**src/rtl/dance_pkg.sv**
```systemverilog
// Shared definitions for the dance-game lanes: judgement codes, point values
// and the key FSM encoding.
package dance_pkg;

    typedef enum logic [1:0] {
        RES_NONE    = 2'b00,
        RES_PERFECT = 2'b01,
        RES_GOOD    = 2'b10,
        RES_BAD     = 2'b11
    } result_t;

    typedef enum logic {
        KEY_UP   = 1'b0,
        KEY_HELD = 1'b1
    } key_state_t;

    localparam int PT_PERFECT = 2;
    localparam int PT_GOOD    = 1;
    localparam int PT_BAD     = -2;
    localparam int PT_MISS    = -1;

    function automatic logic is_hit(input result_t r);
        return (r == RES_PERFECT) || (r == RES_GOOD);
    endfunction

endpackage

```
**src/rtl/note_lane_if.sv**
```systemverilog
// Control inputs and scoring outputs of one arrow lane.
interface note_lane_if #(
    parameter int DEPTH = 8,
    parameter int PT_W  = 6,
    parameter int CMB_W = 7
);
    import dance_pkg::*;

    logic                    run;
    logic                    step;
    logic                    spawn;
    logic                    key;
    logic [DEPTH-1:0]        lights;
    logic signed [PT_W-1:0]  score;
    logic [CMB_W-1:0]        combo;
    result_t                 result;
    logic                    miss;

    modport master (
        output run, step, spawn, key,
        input  lights, score, combo, result, miss
    );

    modport slave (
        input  run, step, spawn, key,
        output lights, score, combo, result, miss
    );

endinterface

```
**src/rtl/note_lane_key_edge.sv**
```systemverilog
// Key press detector: a press is the UP->HELD transition while the lane runs.
module key_edge
    import dance_pkg::*;
(
    input  logic clk,
    input  logic rst_n,
    input  logic run,
    input  logic key,
    output logic press
);

    key_state_t state, state_n;
    logic       key_d;

    // key_d comes out of reset high so a key already down at release is not a press.
    always_ff @(posedge clk or negedge rst_n) begin
        if (!rst_n) begin
            state <= KEY_HELD;
            key_d <= 1'b1;
        end else begin
            // NOTE: non-blocking assignments keep every register sampling pre-edge values.
            state <= state_n;
            key_d <= key;
        end
    end

    always_comb begin
        // NOTE: defaults first so no path through this block leaves an output unassigned (no latch).
        state_n = state;
        press   = 1'b0;
        case (state)
            KEY_UP: begin
                if (key) begin
                    state_n = KEY_HELD;
                    press   = run & ~key_d;
                end
            end
            KEY_HELD: begin
                if (!key) state_n = KEY_UP;
            end
        endcase
    end

endmodule

```
**src/rtl/note_lane.sv**
```systemverilog
// One arrow column: shifts notes upward on step, judges key presses against
// the top rows, and keeps a saturating signed score and a combo count.
module note_lane
    import dance_pkg::*;
#(
    parameter int DEPTH    = 8,
    parameter int GOOD_WIN = 1,
    parameter int PT_W     = 6,
    parameter int CMB_W    = 7
) (
    input  logic      clk,
    input  logic      rst_n,
    note_lane_if.slave bus
);

    localparam int TOP = DEPTH - 1;
    localparam int LOW = DEPTH - 1 - GOOD_WIN;
    localparam int SW  = PT_W + 2;

    localparam logic signed [SW-1:0] SCORE_MAX = SW'((2 ** (PT_W - 1)) - 1);
    localparam logic signed [SW-1:0] SCORE_MIN = SW'(-(2 ** (PT_W - 1)));

    logic                   press;
    logic                   advance;
    logic [DEPTH-1:0]       clr;
    logic [DEPTH-1:0]       post;
    logic [DEPTH-1:0]       lights_n;
    result_t                res_n;
    logic                   miss_n;
    logic signed [SW-1:0]   delta;
    logic signed [SW-1:0]   sum;
    logic signed [PT_W-1:0] score_n;
    logic [CMB_W-1:0]       combo_n;

    key_edge u_key_edge (
        .clk   (clk),
        .rst_n (rst_n),
        .run   (bus.run),
        .key   (bus.key),
        .press (press)
    );

    // Judge against the pre-step lamps, then shift what the press left behind.
    always_comb begin
        clr   = '0;
        res_n = RES_NONE;
        delta = '0;
        if (press) begin
            if (bus.lights[TOP]) begin
                clr[TOP] = 1'b1;
                res_n    = RES_PERFECT;
                delta    = SW'(PT_PERFECT);
            end else begin
                res_n = RES_BAD;
                delta = SW'(PT_BAD);
                // Ascending scan: the highest lit row in the window wins.
                for (int r = LOW; r < TOP; r++) begin
                    if (bus.lights[r]) begin
                        clr    = '0;
                        clr[r] = 1'b1;
                        res_n  = RES_GOOD;
                        delta  = SW'(PT_GOOD);
                    end
                end
            end
        end

        post     = bus.lights & ~clr;
        advance  = bus.run & bus.step;
        miss_n   = advance & post[TOP];
        lights_n = advance ? {post[DEPTH-2:0], bus.spawn} : post;
        if (miss_n) delta = delta + SW'(PT_MISS);
    end

    // Wide enough that score + delta can never wrap before the clamp.
    always_comb begin
        sum = SW'(bus.score) + delta;
        if (sum > SCORE_MAX)      score_n = SCORE_MAX[PT_W-1:0];
        else if (sum < SCORE_MIN) score_n = SCORE_MIN[PT_W-1:0];
        else                      score_n = sum[PT_W-1:0];
    end

    // A miss or BAD in the same cycle as a hit still breaks the chain.
    always_comb begin
        combo_n = bus.combo;
        if (res_n == RES_BAD || miss_n)
            combo_n = '0;
        else if (is_hit(res_n) && bus.combo != '1)
            combo_n = bus.combo + CMB_W'(1);
    end

    always_ff @(posedge clk or negedge rst_n) begin
        // NOTE: every output register is reset; none of this state may power up unknown.
        if (!rst_n) begin
            bus.lights <= '0;
            bus.score  <= '0;
            bus.combo  <= '0;
            bus.result <= RES_NONE;
            bus.miss   <= 1'b0;
        end else begin
            bus.lights <= lights_n;
            bus.score  <= score_n;
            bus.combo  <= combo_n;
            bus.result <= res_n;
            bus.miss   <= miss_n;
        end
    end

endmodule
```
**src/flat_wrapper.sv**
```systemverilog
// flat-port wrapper written by rule: the top's interface ports become plain ports
module note_lane_flat import dance_pkg::*;
#(
    parameter int DEPTH    = 8,
    parameter int GOOD_WIN = 1,
    parameter int PT_W     = 6,
    parameter int CMB_W    = 7
)
  (clk, rst_n, bus_run, bus_step, bus_spawn, bus_key, bus_lights, bus_score, bus_combo, bus_result, bus_miss);
  note_lane_if #(.DEPTH(DEPTH), .PT_W(PT_W), .CMB_W(CMB_W)) bus_i ();
  input  logic clk;
  input  logic rst_n;
  input wire logic [$bits(bus_i.run)-1:0] bus_run;
  input wire logic [$bits(bus_i.step)-1:0] bus_step;
  input wire logic [$bits(bus_i.spawn)-1:0] bus_spawn;
  input wire logic [$bits(bus_i.key)-1:0] bus_key;
  output wire logic [$bits(bus_i.lights)-1:0] bus_lights;
  output wire logic [$bits(bus_i.score)-1:0] bus_score;
  output wire logic [$bits(bus_i.combo)-1:0] bus_combo;
  output wire logic [$bits(bus_i.result)-1:0] bus_result;
  output wire logic [$bits(bus_i.miss)-1:0] bus_miss;
  assign bus_i.run = bus_run;
  assign bus_i.step = bus_step;
  assign bus_i.spawn = bus_spawn;
  assign bus_i.key = bus_key;
  assign bus_lights = bus_i.lights;
  assign bus_score = bus_i.score;
  assign bus_combo = bus_i.combo;
  assign bus_result = bus_i.result;
  assign bus_miss = bus_i.miss;
  note_lane #(.DEPTH(DEPTH), .GOOD_WIN(GOOD_WIN), .PT_W(PT_W), .CMB_W(CMB_W)) u_core (.clk(clk), .rst_n(rst_n), .bus(bus_i));
endmodule
```
**config.mk**
```make
export PLATFORM = sky130hd
export DESIGN_NAME = note_lane_flat
export DESIGN_NICKNAME = d
export VERILOG_FILES = /design/src/rtl/dance_pkg.sv /design/src/rtl/note_lane_if.sv /design/src/rtl/note_lane_key_edge.sv /design/src/rtl/note_lane.sv /design/src/flat_wrapper.sv
export SDC_FILE = /design/constraint.sdc
export NUM_CORES = 1
export LEC_CHECK = 0
export ABC_AREA = 0
export CORE_MARGIN = 8
export CORE_UTILIZATION = 35
export DETAILED_ROUTE_END_ITERATION = 7
export MAX_ROUTING_LAYER = met4
export SETUP_SLACK_MARGIN = 0.1
export SYNTH_ARGS = -nofsm -noshare
export SYNTH_HDL_FRONTEND = slang
export SYNTH_HIERARCHICAL = 1
export SYNTH_SLANG_ARGS = --single-unit
```
**constraint.sdc**
```tcl
create_clock -name clk -period 6.7 [get_ports clk]
set_input_delay 1.005 -clock clk [delete_from_list [all_inputs] [get_ports clk]]
set_output_delay 1.005 -clock clk [all_outputs]
set_load 0.01 [all_outputs]
```
==> flow_summary.toml, run 1 <==
[placement]
gp_congestion = 0.850
io_buffers = 29
place_hpwl_um = 2750
place_ws_ns = 2.01

[sta]
clock.fmax_mhz = 228
worstMarginPinSlew_ns = 0.591
hold-worst-slack_ns = 0.535
setup_viol = 0
hold_viol_final = 0
slew_violations = 0
period_minus_slack_ns = 4.39
post-route-period-util_pct = 65.5
setup_tns_ns = 0
rsz0062_at_grt = "false"
setup_slack_ns = 2.31
relSlewSlack_pct = 60.4
fin_skew_ns = 0.00528

[setup_path]
startpoint = "bus_run"
end_kind = "flip-flop"
r2r_start = "u_core/u_key_edge/key_d"
arrival_ns = 4.54
worstPathMaxFanout = 9
cp-start-kind = "primary input"
path_class = "primary input to flip-flop"
required_ns = 6.85

[clocking]
cts_root_buf = "clkbuf_8"
post_cts.repair.setup_buffers = 0
cts_tree = "done"
cts_made_buffers = 3
ctsResizeCount = 0
cts.sinks = 25
cts_buffer_depth = 2
ctsHoldBuffers = 0
worstSkewPairLatency_ns = 0.27
htree_num_levels = 1
cts.clk_slew.worst_paths_ns = 0.09

[floorplan]
die_y_um = 82.2
ios = 30
die_x_um = 82.2
start_util_pct = 35.7
rows = 24
design.core.area_mm2 = 0.00429
dieArea_mm2 = 0.00675

[run_status]
status = "finished, final reports clean"

[route]
wl_per_cell_um = 15.0
ant_nets = 0
route.detailed.drc = 0
drtIter0Drc = 93
routed_via_density = 5.32
drt_first_pass_iters = 4
vias = 1224
routed_wl_um = 3450

[yosys]
ys_seq_area_share_pct = 40.9
synth_fp_nets = 163
synth_edf_count = 0
synthFlopType = "dfrtp_1"
syn_area_mm2 = 0.00153
avgSynthCellArea_um2 = 10.5
ys_ff_latch = 25
netlist_instances = 146
ys_types = 47
synth_warnings = 6
synthArstFlopShare_pct = 100

[layout]
nets = 196
area_delta_synth_final_pct = 26.4
num-fill-cells = 418
utilization_pct = 45.1
final_common_cell = "clkdlybuf4s50_1"
final_cell_mix = "29 x clkdlybuf4s50_1, 24 x dfrtp_1, 14 x nand2_1, 10 x a21oi_1, 10 x ha_1"
antenna_cells = 0
drive_gt1_share_pct = 16.3

[global_route]
grt_overflow = 0
grt_pass1_vias = 1176
grt_max_degree = 26
antenna_found_initial = 0
grt_usage_pct = 11.0
grt_pass1_wl_um = 5640

[power_and_ir_drop]
p_leak_nw = 0.881
vdd_ir_drop_max_uv = 125
p_per_area_mw_per_mm2 = 413

[worst_hold_path]
min-delay-start = "u_core/bus.lights[5]"
hold_path.class = "flip-flop to flip-flop"

[run]
cap_violations = 0
-- power breakdown --
part	internal, mW	switching, mW	total, mW
clock	0.0422	0.0508	0.0930
combinational	0.223	0.238	0.461
sequential	0.198	0.0476	0.245
total	0.463	0.337	0.799
-- sequential cells by signal (all words and copies together), names as in the netlist --
| name | flops |
|---|---|
| u_core/bus.lights | 8 |
| u_core/bus.score | 6 |
| u_core/bus.miss | 1 |
| u_core/bus.combo | 7 |
| u_core/bus.result | 2 |
| u_core/u_key_edge/key_d | 1 |
-- metal layers --
layer  global-route usage (%)  routed length (um)  vias to the layer above
li1                         -                   -                      606
met1                     14.0                1570                      579
met2                     17.0                1620                       35
met3                     1.84                 215                        4
met4                     4.74                  48                        0
met5                        -                   0                        -
-- worst paths after layout --
path                                            to  slack (ns)  cells after the start
setup / recovery               u_core/bus.score[1]        2.31                     12
hold / removal                u_core/bus.lights[6]        0.53                      1
setup reg to reg               u_core/bus.score[1]        3.19                     11
hold reg to reg               u_core/bus.lights[6]        0.53                      1
max in group asynchronous  u_core/u_key_edge/key_d        5.33                      2
min in group asynchronous     u_core/bus.lights[6]        1.08                      2
-- critical path, stage by stage --
cell and delay, ns:
clkdlybuf4s50_1 0.54, and3b_1 0.33, nor3b_4 0.33, inv_2 0.11
ha_1 0.21, o21ai_0 0.32, ha_1 0.35, a21o_2 0.27
a2111oi_4 0.41, o211ai_2 0.21, a32oi_2 0.33, nor3_1 0.12
-- kinds of logic (layout without fill, tap and decap cells) --
kind of cell | Yosys count | in the layout | share of synthesized area [%]
DFF | 25 | 25 | 40.9
AOI/OAI and AO/OA | 38 | 38 | 19.5
muxes | 11 | 11 | 7.84
and+or+nand+nor | 46 | 46 | 16.3
buffers and inverters | 8 | 40 | 1.96
xor gates and xnor gates | 7 | 7 | 4.00
adders and majority gates | 11 | 11 | 9.47
-- final cells by class --
cell class              count  area [um2]  area share, %
inverters                   6        22.5           1.16
well taps                  52        65.1           3.36
repair buffers             30         298           15.4
clock buffers               3        41.3           2.13
multi-input cells         113         876           45.2
clock inverters             1        7.51          0.388
flip-flops and latches     25         627           32.4
-- metrics by stage --
stage	std cells	cell area [um2]	power, mW
CTS	230	1940	0.806
global placement	226	1890	0.702
floorplan	146	1530	0.543
detailed placement	226	1890	0.709
finish	230	1940	0.799
global route	230	1940	0.862
-- cells in the mapped netlist (3+ instances only) --
master    number  area [um2]
a211oi_1       3        22.5
a21o_2         3        26.3
a21oi_1       10        50.1
dfrtp_1       24         601
ha_1          10         125
inv_1          4        15.0
mux2_2         8        90.1
mux2i_1        3        30.0
nand2_1       14        52.6
nor2_1         9        33.8
nor3_1         6        30.0
nor4_1         4        25.0
o21ai_0        5        25.0
xnor2_1        3        26.3
xor2_1         4        35.0
No activity file was read; power rests on OpenSTA's default activity.
==> run 2: changes to the inputs <==
Clock period 6.7 ns to 4.1 ns, I/O delays scaled along.
==> run 2 against run 1 <==
Effect of this change: sequential share of layout area shrank 0.49 points; clock power grew 62%; worst hold slack gained 0.0038 ns; worst setup slack lost 1.8 ns; die area is the same; critical path depth is the same; register-to-register slack lost 2.3 ns; cell area grew 1.6%; first-iteration DRC count shrank 44%; flip-flop and latch count is the same; clock-buffer cell count is the same; cell count grew 1.7%.
==> flow_summary.toml, run 2 (synthesis gave the netlist of run 1 again) <==
[setup_path]
ff2ff_setup_slack_ns = 0.87
end_kind = "flip-flop"
required_ns = 4.24
crit_chain = "clkdlybuf4s50_1 > and3b_1 > nor3b_4 > inv_2 > ha_1 > o21ai_0 > ha_1 > a21o_2 > a2111oi_4 > o211ai_2 > a32oi_2 > nor3_1"
arrival_ns = 3.76
startpoint = "bus_run"
ff2ff_path_depth = 12
slowest_delay_ns = 0.53
cp-start-kind = "primary input"
path_class = "primary input to flip-flop"
reg2reg_to = "u_core/bus.score[3]"
setup.worst_path.end = "u_core/bus.score[3]"
crit_top_cell = "ha_1"
r2r_start = "u_core/u_key_edge/key_d"
worstPathMaxFanout = 7
slowest_stage = "clkdlybuf4s50_1"

[run_status]
status = "finished, final reports clean"

[layout]
final_common_cell = "clkdlybuf4s50_1"
top_register = "u_core/bus.lights"
area_delta_synth_final_pct = 28.3
largest_reg_flops = 8
nets = 200
antenna_cells = 0
final_cell_mix = "29 x clkdlybuf4s50_1, 24 x dfrtp_1, 14 x nand2_1, 10 x a21oi_1, 10 x ha_1"
reg_top3 = "u_core/bus.lights x8, u_core/bus.combo x7, u_core/bus.score x6"
drive_gt1_share_pct = 18.1

[clocking]
htree_num_levels = 1
worstSkewPairLatency_ns = 0.27
cts_buffer_depth = 2
cts_made_buffers = 3
cts.sinks = 25
post_cts.repair.setup_buffers = 0
cts_root_buf = "clkbuf_8"
cts_tree = "done"
ctsResizeCount = 0
cts.clk_slew.worst_paths_ns = 0.09
ctsHoldBuffers = 0

[global_route]
grt_max_degree = 26
grt_pass1_vias = 1267
grt_usage_pct = 11.6
antenna_found_initial = 0
grt_overflow = 0
grt_pass1_wl_um = 5950

[power_and_ir_drop]
combPwrFrac_pct = 58.5
sw_frac_of_total_pct = 42.5
p_clk_share_pct = 11.3
p_leak_nw = 0.902
p_per_area_mw_per_mm2 = 681
vdd_ir_drop_max_uv = 215
p_switching_mw = 0.570
power_frac_seq_pct = 30.2
p_int_mw = 0.770
p_total_mw = 1.34

[placement]
place_hpwl_um = 2890
io_buffers = 29
gp_congestion = 0.791

[floorplan]
die_y_um = 82.2
ios = 30
rows = 24
die_x_um = 82.2
start_util_pct = 35.7
dieArea_mm2 = 0.00675
design.core.area_mm2 = 0.00429

[route]
drtIter0Drc = 52
route.detailed.drc = 0
routed_wl_um = 3670
wl_per_cell_um = 15.7
vias = 1267
ant_nets = 0
routed_via_density = 5.41
drt_first_pass_iters = 4

[worst_hold_path]
hold_path.class = "flip-flop to flip-flop"
hold-path-cell-count = 1

[sta]
slew_violations = 0
rsz0062_at_grt = "false"
setup_viol = 0
setup_tns_ns = 0
period_minus_slack_ns = 3.62
clock.fmax_mhz = 276
relSlewSlack_pct = 26.3
worstMarginPinSlew_ns = 1.10
fin_skew_ns = 0.00710
post-route-period-util_pct = 88.3
hold_viol_final = 0

[run]
cap_violations = 0
-- run 2: changes by cell type in the layout (fill, tap and decap cells not counted) --
| cell | change |
|---|---|
| buf_4 | +4 |
-- run 2: cell type report --
cell class | count | area (um2)
Timing Repair Buffer | 34 | 328
Multi-Input combinational cell | 113 | 876
Sequential cell | 25 | 627
Tap cell | 52 | 65.1
Clock inverter | 1 | 7.51
Clock buffer | 3 | 41.3
Inverter | 6 | 22.5
Fill cell | 419 | 2330
-- run 2: worst max-delay path, delay by kind of cell --
family / cells / cell delay [ns]
compound gates: 5 / 1.43
fa+ha+maj: 2 / 0.53
simple gates: 3 / 0.55
buf+inv: 2 / 0.62
-- run 2: routing by layer --
layer | share of wire, % | global-route usage, %
met1 | 45 | 14.3
met2 | 47 | 18.8
met3 | 6.4 | 2.06
met4 | 1.4 | 3.68
met5 | 0 | -
-- run 2: worst min-delay path by stage --
stage | start | to | slack (ns)
6_report | u_core/bus.lights[4] | u_core/bus.lights[4] | 0.54
5_1_grt | u_core/bus.lights[1] | u_core/bus.lights[2] | 0.56
4_1_cts | u_core/bus.lights[4] | u_core/bus.lights[4] | 0.54
3_5_place_dp | u_core/bus.lights[4] | u_core/bus.lights[4] | 0.52
3_3_place_gp | u_core/bus.lights[0] | u_core/bus.lights[1] | 0.51
2_1_floorplan | rst_n | u_core/bus.combo[0] | 0.32
-- run 2: power groups by stage --
stage | combinational [mW] | sequential [mW] | clock [mW]
floorplan | 0.464 | 0.424 | 0
global placement | 0.756 | 0.406 | 0
detailed placement | 0.776 | 0.411 | 0
CTS | 0.778 | 0.407 | 0.157
global route | 0.849 | 0.421 | 0.168
finish | 0.783 | 0.405 | 0.151
-- run 2: through the flow --
stage                     area (um2)  std cells  setup slack (ns)  utilization (%)  hold WS [ns]
after floorplan                 1530        146             0.857                -         0.319
after global placement          1920        230             0.317             44.7         0.505
after detailed placement        1920        230             0.212             44.7         0.521
after CTS                       1970        234             0.498             45.8         0.543
after global routing            1970        234             0.263             45.8         0.562
final                           1970        234             0.481             45.8         0.538
